$ cat config.mk
export PLATFORM = sky130hd
export DESIGN_NAME = load_store_unit
export DESIGN_NICKNAME = d
export VERILOG_FILES = /design/src/rtl/lsu_pkg.sv /design/src/rtl/lsu_load_align.sv /design/src/rtl/load_store_unit.sv
export SDC_FILE = /design/constraint.sdc
export NUM_CORES = 1
export LEC_CHECK = 0
export ABC_CLOCK_PERIOD_IN_PS = 4600
export CORE_MARGIN = 4
export CORE_UTILIZATION = 46
export CTS_BUF_LIST = sky130_fd_sc_hd__clkbuf_8
export DETAILED_ROUTE_END_ITERATION = 10
export GPL_ROUTABILITY_DRIVEN = 0
export GPL_TIMING_DRIVEN = 0
export PLACE_DENSITY = 0.82
export SYNTH_ARGS = -nofsm -noshare
export SYNTH_HDL_FRONTEND = slang
export SYNTH_SLANG_ARGS = --single-unit
$ cat constraint.sdc
create_clock -name clock -period 4.6 [get_ports clock]
set_input_delay 0.92 -clock clock [delete_from_list [all_inputs] [get_ports clock]]
set_output_delay 0.92 -clock clock [all_outputs]
set_load 0.05 [all_outputs]
$ cat src/rtl/lsu_pkg.sv
// Shared definitions for the load/store unit: funct3 encodings, FSM states and
// the small decode helpers used at request acceptance.
package lsu_pkg;

    localparam logic [2:0] F3_B  = 3'd0;
    localparam logic [2:0] F3_H  = 3'd1;
    localparam logic [2:0] F3_W  = 3'd2;
    localparam logic [2:0] F3_BU = 3'd4;
    localparam logic [2:0] F3_HU = 3'd5;

    typedef enum logic [1:0] {
        IDLE   = 2'd0,
        ACCESS = 2'd1,
        READ   = 2'd2,
        RESP   = 2'd3
    } lsu_state_t;

    function automatic logic is_illegal(input logic write, input logic [2:0] f3);
        if (write) begin
            return f3 > F3_W;
        end
        return !(f3 == F3_B || f3 == F3_H || f3 == F3_W || f3 == F3_BU || f3 == F3_HU);
    endfunction

    // Access size lives in funct3[1:0] for both loads and stores.
    function automatic logic is_misaligned(input logic [2:0] f3, input logic [1:0] lo);
        case (f3[1:0])
            2'd1:    return lo[0];
            2'd2:    return lo != 2'b00;
            default: return 1'b0;
        endcase
    endfunction

    function automatic logic [3:0] lane_mask(input logic [2:0] f3, input logic [1:0] lo);
        case (f3[1:0])
            2'd0:    return 4'b0001 << lo;
            2'd1:    return lo[1] ? 4'b1100 : 4'b0011;
            default: return 4'b1111;
        endcase
    endfunction

    function automatic logic [31:0] replicate(input logic [2:0] f3, input logic [31:0] wd);
        case (f3[1:0])
            2'd0:    return {4{wd[7:0]}};
            2'd1:    return {2{wd[15:0]}};
            default: return wd;
        endcase
    endfunction

endpackage

$ cat src/rtl/lsu_load_align.sv
// Picks the addressed byte/halfword out of a 32-bit read word and sign- or
// zero-extends it according to the load funct3.
module lsu_load_align
    import lsu_pkg::*;
(
    input  logic [31:0] q,
    input  logic [1:0]  lo,
    input  logic [2:0]  funct3,
    output logic [31:0] result
);

    logic [7:0]  byte_sel;
    logic [15:0] half_sel;

    always_comb begin
        case (lo)
            2'd0:    byte_sel = q[7:0];
            2'd1:    byte_sel = q[15:8];
            2'd2:    byte_sel = q[23:16];
            default: byte_sel = q[31:24];
        endcase
        half_sel = lo[1] ? q[31:16] : q[15:0];

        // funct3[2] set selects the unsigned (zero-extending) variants.
        case (funct3[1:0])
            2'd0:    result = funct3[2] ? {24'b0, byte_sel} : {{24{byte_sel[7]}}, byte_sel};
            2'd1:    result = funct3[2] ? {16'b0, half_sel} : {{16{half_sel[15]}}, half_sel};
            default: result = q;
        endcase
    end

endmodule

$ cat src/rtl/load_store_unit.sv
// Single-outstanding RV32 load/store sequencer in front of the MMU. Parks the
// bus at IDLE_ADDR whenever no access is in flight.
module load_store_unit
    import lsu_pkg::*;
#(
    parameter int unsigned MEM_READ_LATENCY = 1,
    parameter logic [31:0] IDLE_ADDR        = 32'h0
)
(
    input  logic        clock,
    input  logic        RST,
    input  logic        reqValid,
    output logic        reqReady,
    input  logic        reqWrite,
    input  logic [2:0]  funct3,
    input  logic [31:0] addr,
    input  logic [31:0] wdata,
    output logic        respValid,
    output logic [31:0] rdata,
    output logic        misaligned,
    output logic        illegal,
    output logic [31:0] vaddr,
    output logic [31:0] data,
    output logic [3:0]  byteena,
    output logic        memWE,
    input  logic        memWait,
    input  logic [31:0] q,
    output lsu_state_t  fsm_state
);

    localparam logic [2:0] LAT_LOAD = 3'(MEM_READ_LATENCY - 1);

    // Handshake: a request transfers on any clock edge where reqValid and
    // reqReady are both high; reqReady is high exactly while in IDLE. The
    // response is a single respValid pulse that the core must take.
    logic        req_write;
    logic [2:0]  req_funct3;
    logic [1:0]  req_lo;
    logic [2:0]  count;
    logic        acc_illegal;
    logic        acc_misaligned;
    logic [31:0] load_value;

    assign acc_illegal    = is_illegal(reqWrite, funct3);
    assign acc_misaligned = is_misaligned(funct3, addr[1:0]);

    lsu_load_align u_align (
        .q      (q),
        .lo     (req_lo),
        .funct3 (req_funct3),
        .result (load_value)
    );

    always_ff @(posedge clock or posedge RST) begin
        if (RST) begin
            fsm_state  <= IDLE;
            reqReady   <= 1'b1;
            respValid  <= 1'b0;
            rdata      <= 32'h0;
            misaligned <= 1'b0;
            illegal    <= 1'b0;
            vaddr      <= IDLE_ADDR;
            data       <= 32'h0;
            byteena    <= 4'b0000;
            memWE      <= 1'b0;
            req_write  <= 1'b0;
            req_funct3 <= 3'd0;
            req_lo     <= 2'd0;
            count      <= 3'd0;
        end else begin
            memWE     <= 1'b0;
            respValid <= 1'b0;
            case (fsm_state)
                IDLE: begin
                    if (reqValid) begin
                        reqReady   <= 1'b0;
                        req_write  <= reqWrite;
                        req_funct3 <= funct3;
                        req_lo     <= addr[1:0];
                        if (acc_illegal || acc_misaligned) begin
                            // Faults answer straight away and never reach the bus.
                            fsm_state  <= RESP;
                            respValid  <= 1'b1;
                            rdata      <= 32'h0;
                            illegal    <= acc_illegal;
                            misaligned <= acc_misaligned && !acc_illegal;
                        end else begin
                            fsm_state <= ACCESS;
                            vaddr     <= addr;
                            byteena   <= lane_mask(funct3, addr[1:0]);
                            data      <= replicate(funct3, wdata);
                            memWE     <= reqWrite;
                        end
                    end
                end
                ACCESS: begin
                    if (!memWait) begin
                        if (req_write) begin
                            fsm_state  <= RESP;
                            respValid  <= 1'b1;
                            rdata      <= 32'h0;
                            misaligned <= 1'b0;
                            illegal    <= 1'b0;
                            vaddr      <= IDLE_ADDR;
                            byteena    <= 4'b0000;
                        end else begin
                            fsm_state <= READ;
                            count     <= LAT_LOAD;
                        end
                    end
                end
                READ: begin
                    if (count == 3'd0) begin
                        fsm_state  <= RESP;
                        respValid  <= 1'b1;
                        rdata      <= load_value;
                        misaligned <= 1'b0;
                        illegal    <= 1'b0;
                        vaddr      <= IDLE_ADDR;
                        byteena    <= 4'b0000;
                    end else begin
                        count <= count - 3'd1;
                    end
                end
                RESP: begin
                    fsm_state <= IDLE;
                    reqReady  <= 1'b1;
                end
                default: begin
                    fsm_state <= IDLE;
                    reqReady  <= 1'b1;
                end
            endcase
        end
    end

endmodule
# Yosys cells after proc, flatten, opt, wreduce, memory -nomap -nowiden

Cells that the tools add are included.
W data, S select, Z words.

Bits in latches: 0
RAM bits: 0
ROM bits: 0
Register bits after elaboration: 116
Output and inout bits: 107
Memories kept: 0
Word-level logic and storage cells: 121
Input port bits: 104

Divide/modulo/power cells: 0
Add/sub/neg operators: 1
$mul: 0
Mux-type cells: 58
Magnitude comparators: 1
Eq/ne operators: 20
Reduce and logical (&&, ||, !) cells: 25
Shift-type cells: 1
Bitwise logic cells: 1

Operators by type and width:

| operator             | count |
|---|---|
| $mux W32             | 10 |
| $pmux W32 S3         | 2 |
| $pmux W32 S2         | 2 |
| $mux W4              | 6 |
| $pmux W8 S3          | 1 |
| $mux W1              | 20 |
| $mux W16             | 1 |
| $ne A2 B2 Y1 const B | 8 |
| $pmux W4 S3          | 1 |
| $reduce_and A6 Y1    | 2 |
| $mux W3              | 3 |
| $pmux W1 S3          | 3 |
| $eq A2 B1 Y1 const B | 4 |
| $eq A2 B2 Y1 const B | 4 |
| $logic_not A2 Y1     | 4 |
| $mux W2              | 4 |
| $pmux W2 S4          | 1 |
| $pmux W4 S2          | 1 |
| $eq A3 B3 Y1 const B | 2 |
| $logic_not A3 Y1     | 2 |
| $pmux W3 S2          | 1 |
| $reduce_and A3 Y1    | 2 |
| $reduce_bool A2 Y1   | 3 |
| $logic_or A1 B1 Y1   | 5 |
| 12 further kinds     | 15 |

# Longest topological paths before layout

Word-level depth: 12
Gate-level depth with buffers: 11
Gate-level depth less buffers: 7

# Cells and area by module

Synthesis repeated with hierarchy kept, for this count alone.

Cell total of the unflattened synthesis: 649
Area, all modules: 6135.9 sq um

Modules (own cells, without submodules):

| module          | times used | area an instance (sq um) | cells an instance | seq. area each (sq um) |
|---|---|---|---|---|
| load_store_unit | 1          | 5290.1                   | 534               | 2904.0 |
| lsu_load_align  | 1          | 845.8                    | 115               | 0.0 |

# Worst setup path after synthesis

OpenSTA, ideal clock, no wires.

Kind: input port to flip-flop
Start: in funct3[1]
End: reg vaddr[0]
Data required time: 4475 ps
Data arrival time: 2861 ps
Slack: 1614 ps
Path buffers: 4
Library setup time: 125 ps
Cell stages on the path: 11
Cell sequence: buf_2 -> inv_1 -> ha_1 -> buf_4 -> nor2_2 -> o22ai_2 -> nand3_2 -> a2111o_1 -> buf_6 -> buf_6 -> mux2_4

Longest elaborated chain between the ends: 10
Elaborated cells on any way between the ends: 19
Classes of those cells: order compare: 1; eq/ne: 7; mux: 3; reduce/logical: 8

RTL lines:

| what                                                    | line                  | RTL |
|---|---|---|
| start, declared                                         | load_store_unit.sv:15 | `input logic [2:0] funct3,` |
| $eq A3 B1 Y1 / $logic_not A3 Y1 (equally long branches) | lsu_pkg.sv:22         | `return !(f3 == F3_B \|\| f3 == F3_H \|\| f3 == F3_W \|\| f3 == F3_BU \|\| f3 == F3_HU);` |
| $logic_or A1 B1 Y1 (4 in a row)                         | lsu_pkg.sv:22         |  |
| $logic_not A1 Y1                                        | lsu_pkg.sv:22         |  |
| $mux W1                                                 | lsu_pkg.sv:22         |  |
| $logic_or A1 B1 Y1 (*)                                  | load_store_unit.sv:80 | `if (acc_illegal \|\| acc_misaligned) begin` |
| $ne A2 B2 Y1 (no line) (*)                              | n/a                   |  |
| $reduce_and A6 Y1 (no line) (*)                         | n/a                   |  |
| end signal, assigned                                    | load_store_unit.sv:89 | `vaddr <= addr;` |
| end, declared                                           | load_store_unit.sv:22 | `output logic [31:0] vaddr,` |

Mark *: on every way between the ends. The rest lies on a longest branch, timed or not. The select of a mux whose other input is x is not followed.
A chain may end at the register's enable or synchronous reset.

# Final worst setup path

Start: in funct3[1]
End: reg data[31]

Longest elaborated chain between the ends: 10
Elaborated cells on any way between the ends: 21
Classes of those cells: order compare: 1; eq/ne: 6; mux: 4; bitwise: 1; reduce/logical: 9

RTL lines:

| what                                                    | line                  | RTL |
|---|---|---|
| $eq A3 B1 Y1 / $logic_not A3 Y1 (equally long branches) | lsu_pkg.sv:22         |  |
| $logic_or A1 B1 Y1 (4 in a row)                         | lsu_pkg.sv:22         |  |
| $logic_not A1 Y1                                        | lsu_pkg.sv:22         |  |
| $mux W1                                                 | lsu_pkg.sv:22         |  |
| $logic_or A1 B1 Y1                                      | load_store_unit.sv:80 |  |
| $not A1 Y1 (no line)                                    | n/a                   |  |
| $reduce_and A3 Y1 (no line)                             | n/a                   |  |
| end signal, assigned                                    | load_store_unit.sv:91 | `data <= replicate(funct3, wdata);` |
| end, declared                                           | load_store_unit.sv:23 | `output logic [31:0] data,` |

Several ways; a longest one is shown, not always the timed one. The select of a mux whose other input is x is not followed.

==> impl_metrics.tcl <==
set metrics [dict create \
    grt_max_degree 66 \
    cap_violations 0 \
    cellPowerDensity_nw_per_um2 856 \
    holdWs_ns 0.483 \
    clkPwrFrac_pct 13.9 \
    cts_max_level 4 \
    tightest_slew_ns 0.678 \
    start_kind "input port" \
    placedCellCount 932 \
    ys.flop_type "dfrtp_1" \
    clock_sinks 116 \
    grtUsageMet3_pct 8.04 \
    synth_top_family_by_area "compound AO/OA/AOI/OAI gates" \
    area.growth.synth_to_final_pct 47.8 \
    fill_cells 906 \
    synth-compound-area-share_pct 16.2 \
    drc 0 \
    critPathSlowestCell "clkbuf_1" \
    grt.total_usage_pct 25.2 \
    worst_setup_hold_path_clk_slew_ns 0.07 \
    synth.most_common_cell "dfrtp_1" \
    min_path_type "flop to flop" \
    combPwrFrac_pct 62.4 \
    dp_hpwl_um 13400 \
    crit_type "input port to flop" \
    synth-seq-cells 116 \
    die_area_um2 14500 \
    crit_path_frequent_cell "buf_2" \
    cts_tree "built" \
    final.period_utilization_pct 76.0 \
    cp-end-kind "flop" \
    critPathMaxFanout 10 \
    synth_common_cells "dfrtp_1, nand2_1, a21oi_1, nor2_1, nor2b_1" \
    grt_pass1_vias 5625 \
    fin_skew_ns 0.00766 \
    rsz0062_at_grt "no" \
    detail-route-antenna-nets 0 \
    die_h_um 120 \
    portBuffers 210 \
    antenna_found_initial 0 \
    ys_types 44 \
    num_vias 5284 \
    synthCells 553 \
    drive_gt1_share_pct 12.7 \
    met1_usage_pct 29.3 \
    cp_data_arrival_time_ns 3.79 \
    outcome "completed" \
    cts_resized 0 \
    yosys.area_share.simple_pct 12.7 \
    crit_path_cell_trace "clkdlybuf4s50_1, buf_2, inv_1, ha_1, o211ai_1, nand2_1, nor3_1, buf_2, clkbuf_1, a31oi_1" \
    rows 40 \
    clock-root-buffer "clkbuf_8" \
    fin_cells 964 \
    grt_overflow_total 0 \
    synth.area.top_cells "dfrtp_1, mux2_4, nand2_1, a21oi_1, nor2b_1" \
    slew_headroom_pct 54.8 \
    yosys_warnings 0 \
    post_cts_buffers 0 \
    cp_slowest_stage_delay_ns 0.49 \
    drt_iter0_markers 496 \
    met2_usage_pct 43.1 \
    muxShareOfSynthArea_pct 14.9 \
    synth_nets 666 \
    avgSynthCellArea_um2 10.5 \
    cts.path.max_buffers 2 \
    chipWidth_um 120 \
    multi_input_area_um2 2650 \
    worstPathRequired_ns 4.89 \
    n_antenna_cell 0 \
    cts_inserted_buffers 17 \
    peakVddDrop_mv 0.436 \
    synth_top_area_share_pct 49.6 \
    grt_pass1_wl_um 28800 \
    nets 896 \
    min_period_ns 3.50 \
    hold_viol_final 0 \
    yosysTopAreaCell "dfrtp_1" \
    routed_wl_um 18000 \
    num_io_pins 211 \
    syn_area_um2 5800 \
    cp_top_family "buffers and inverters" \
    ctsHoldBuffers 0 \
    p_int_w 0.00378 \
    dr.pass1.iters 7 \
    p_leak_nw 3.74 \
    register_area_um2 2900 \
    core_region_area_um2 12200 \
    initial_utilization_pct 47.7 \
    p_sw_share_pct 48.5 \
    setup_viol 0 \
    max_freq_mhz 286 \
    synth_edf_count 0 \
    routedWlPerCell_um 18.7 \
    seq_area_frac_synth_pct 50.1 \
    async_flop_share_pct 100 \
    netSwitchingPower_w 0.00356 \
    synthAdderAreaFrac_pct 1.94 \
    worst-path-buf-inv 5 \
    maxSlewViolCount 0 \
    worstSkewPairLatency_ns 0.45 \
    seqPwrFrac_pct 23.7 \
    vias_per_cell 5.48 \
    grt-busiest-layer "met2" \
    synth_xor_area_share_pct 0 \
]
-- worst paths after layout --
check,start,endpoint,slack (ns),cells after the start
max,funct3[1],data[31],1.10,10
min,rdata[25],rdata[25],0.48,2
max reg2reg,fsm_state[0],rdata[24],1.90,8
min reg2reg,rdata[25],rdata[25],0.48,2
max in group asynchronous,RST,reqReady,2.85,3
min in group asynchronous,RST,vaddr[20],0.95,2
-- cells by family (layout without fill, tap and decap cells) --
kind of cell,after synthesis,after routing
multiplexers,67,67
buffers and inverters,53,296
adder cells (fa/ha/maj),9,9
flip-flops,116,116
AND/OR/NAND/NOR,158,158
AO/OA/AOI/OAI,150,150
-- metrics by stage --
| stage | setup TNS [ns] | setup slack, ns | util [%] | power (W) | instance area (um^2) |
|---|---|---|---|---|---|
| final | 0 | 1.10 | 70.5 | 0.00734 | 8570 |
| after global routing | 0 | 0.870 | 70.5 | 0.00773 | 8570 |
| after CTS | 0 | 1.13 | 70.5 | 0.00737 | 8570 |
| after detailed placement | 0 | 0.645 | 66.9 | 0.00632 | 8140 |
| after global placement | -106.88 | -0.938 | 66.7 | 0.00618 | 8110 |
| after floorplan | 0 | 0.609 | - | 0.00490 | 5800 |
-- power groups by stage --
stage | clock [W] | sequential (W) | combinational, W
after floorplan | 0 | 0.00309 | 0.00181
after global placement | 0 | 0.00173 | 0.00446
after detailed placement | 0 | 0.00175 | 0.00457
after CTS | 0.00104 | 0.00174 | 0.00460
after global routing | 0.00108 | 0.00179 | 0.00485
final | 0.00102 | 0.00174 | 0.00458
-- layout by cell type (no fill, tap or decap), types with 3 or more instances in the layout --
cell / count
clkbuf_1: 26
mux2_1: 6
and3_1: 4
bufinv_16: 3
mux2_2: 18
nand2_1: 68
dfrtp_1: 115
o31ai_1: 29
o21ai_1: 8
nor2_1: 35
clkdlybuf4s50_1: 210
mux2_4: 30
mux2i_1: 12
o211ai_1: 7
a21oi_1: 49
ha_1: 9
buf_2: 7
a22oi_1: 16
and2_1: 3
o22ai_1: 3
buf_6: 4
nand2b_1: 4
clkbuf_8: 22
nor2b_1: 35
inv_1: 15
o21ai_0: 18
clkinv_2: 4
a31oi_1: 10
-- cell type report --
cell class / instances / share of cell area (%)
flip-flops and latches: 116 / 33.9
multi-input cells: 384 / 30.9
repair buffers: 211 / 24.8
clock buffers: 22 / 3.53
well taps: 168 / 2.45
plain buffers: 38 / 2.16
clock inverters: 10 / 1.50
inverters: 15 / 0.686
-- worst min-delay path: stages, from the launching register on --
cell and delay [ns]:
dfrtp_1 0.35, nand2_1 0.05, o31ai_1 0.05
-- state kept, by name (all words and copies together), names as in the netlist --
name	flops
illegal	1
byteena	4
req_lo	2
misaligned	1
rdata	32
count	3
reqReady	1
req_funct3	3
vaddr	32
memWE	1
req_write	1
fsm_state	2
respValid	1
data	32
-- metal layers --
layer / wire length [um] / share of wire, %
met5: 0 / 0
met4: 474 / 2.6
met3: 1590 / 8.8
met2: 9020 / 50
met1: 6900 / 38
(Power assumes the default switching activity.)
==> patch: new RTL, config.mk and constraints unchanged <==
Reset style: synchronous (`RST`), changed in one clocked block.
--- a/src/rtl/load_store_unit.sv
+++ b/src/rtl/load_store_unit.sv
@@ -51,7 +51,7 @@
         .result (load_value)
     );
 
-    always_ff @(posedge clock or posedge RST) begin
+    always_ff @(posedge clock) begin
         if (RST) begin
             fsm_state  <= IDLE;
             reqReady   <= 1'b1;
Check against the original RTL: differs if RST is asserted again (counterexample within 4 cycles, from zero or initial values and one cycle with RST high); with RST held inactive, the same outputs for 4 cycles.
==> patch against the unedited design <==
- design area fell by 3.0%
- synthesized cell count rose by 23%
- count of clock-buffer cells in the layout fell by 4
- wire length rose by 2.8%
- sequential cell count did not move
- via count rose by 15%
- area after synthesis fell by 2.1%
- first-iteration DRC count fell by 9.5%
- clock skew fell by 0.0029 ns
- worst setup slack improved by 0.14 ns
- final cell count rose by 13%
- highest routed layer unchanged
Power is not compared: it rests on default switching activity, and its combinational part moved more than twofold at a synthesized area within 25%.
==> patch: results (changes against the unedited design) <==
Yosys
  – Adder-cell area share of the yosys netlist: 1.98% (+0.042 points)
  – Count of cell types in the netlist: 53 (+20%)
  – Most area-consuming cells after synthesis: dfxtp_1 41%, nand3_1 5.8%, a21oi_1 5.0%
  – Post-Syn Instances: 681 (+23%)
  – Synth top cells by count: 116 x dfxtp_1, 66 x nand3_1, 59 x nand2_1
  – Mux cell area share after synthesis: 5.16% (-9.7 points)
  – Sequential-to-total area share from yosys stat: 40.9% (-9.2 points)
  – Syn_nets: 794 (+19%)
  – Synth Area in Compound Gates: 26.1% (+9.9 points)

Drt
  – Vias per inst: 5.61 (+2.3%)
  – 1st-iter DRT viols: 449 (-9.5%)
  – Met1 WL: 8090 um (+17%)
  – Drt total wl: 18500 um (+2.8%)
  – WL met3: 1510 um (-5.0%)
  – Vias: 6102 (+15%)
  – Met2 WL: 8350 um (-7.5%)

Worst setup path
  – CP max-delay cell: a211oi_2
  – Worst R2R Path Depth: 9 (+1)
  – Largest stage delay on the critical path: 0.57 ns (+0.08 ns)
  – Crit path DAT: 3.71 ns (-0.08 ns)
  – Delay-heaviest family, CP: buffers and inverters

Global routing
  – Met3 global-route usage: 8.36% (+0.31 points)
  – Largest net degree at the start of global routing: 17 (-74%)
  – Routing usage on met2: 38.3% (-4.8 points)
  – Met1 Track Usage GR: 33.2% (+3.9 points)
  – First-pass GRT wire length: 29300 um (+1.5%)
  – All-Layer GR Usage: 25.3% (+0.17 points)
  – Vias in the first global route: 5698 (+1.3%)

Final layout
  – Filler instances: 1019 (+12%)
  – Layout cells sized above 1: 7.50% (-5.2 points)

Timing
  – Slew HR: 52.6% (-2.2 points)
  – Final hold violations: 0 (unchanged)
  – Clk_skew: 0.00479 ns (-0.00287 ns)

Place
  – Post-detailed-placement half-perimeter wirelength: 13800 um (+2.5%)
  – Dpl ws: 0.816 ns (+0.171 ns)
  – Placed Instances: 1059 (+14%)
  – Dpl cell area: 0.00799 sq mm (-1.9%)

Clocking
  – Post-cts sizing count: 0 (unchanged)
  – Clock latency on the worst-skew pair: 0.43 ns (-0.02 ns)

Pwr
  – Int Pwr: 2320 uW

Outcome
  – Status: finished clean
patch: area by class of cell:
| type | instances | area, sq um | area share (%) |
|---|---|---|---|
| plain buffers | 62 | 284 | 3.42 |
| clock inverters | 11 | 75.1 | 0.903 |
| well taps | 168 | 210 | 2.53 |
| repair buffers | 210 | 2100 | 25.3 |
| multi-input cells | 489 | 3020 | 36.3 |
| inverters | 14 | 52.6 | 0.632 |
| flip-flops and latches | 116 | 2320 | 27.9 |
| clock buffers | 18 | 248 | 2.98 |
patch: worst paths after layout:
kind                        startpoint                endpoint  slack (ns)
max                          funct3[1]  rdata[12]$_SDFFE_PP0P_        1.24
max reg2reg  fsm_state[0]$_SDFFE_PP0P_  rdata[12]$_SDFFE_PP0P_        1.92
min reg2reg      rdata[3]$_SDFFE_PP0P_   rdata[3]$_SDFFE_PP0P_        0.48
min              rdata[3]$_SDFFE_PP0P_   rdata[3]$_SDFFE_PP0P_        0.48
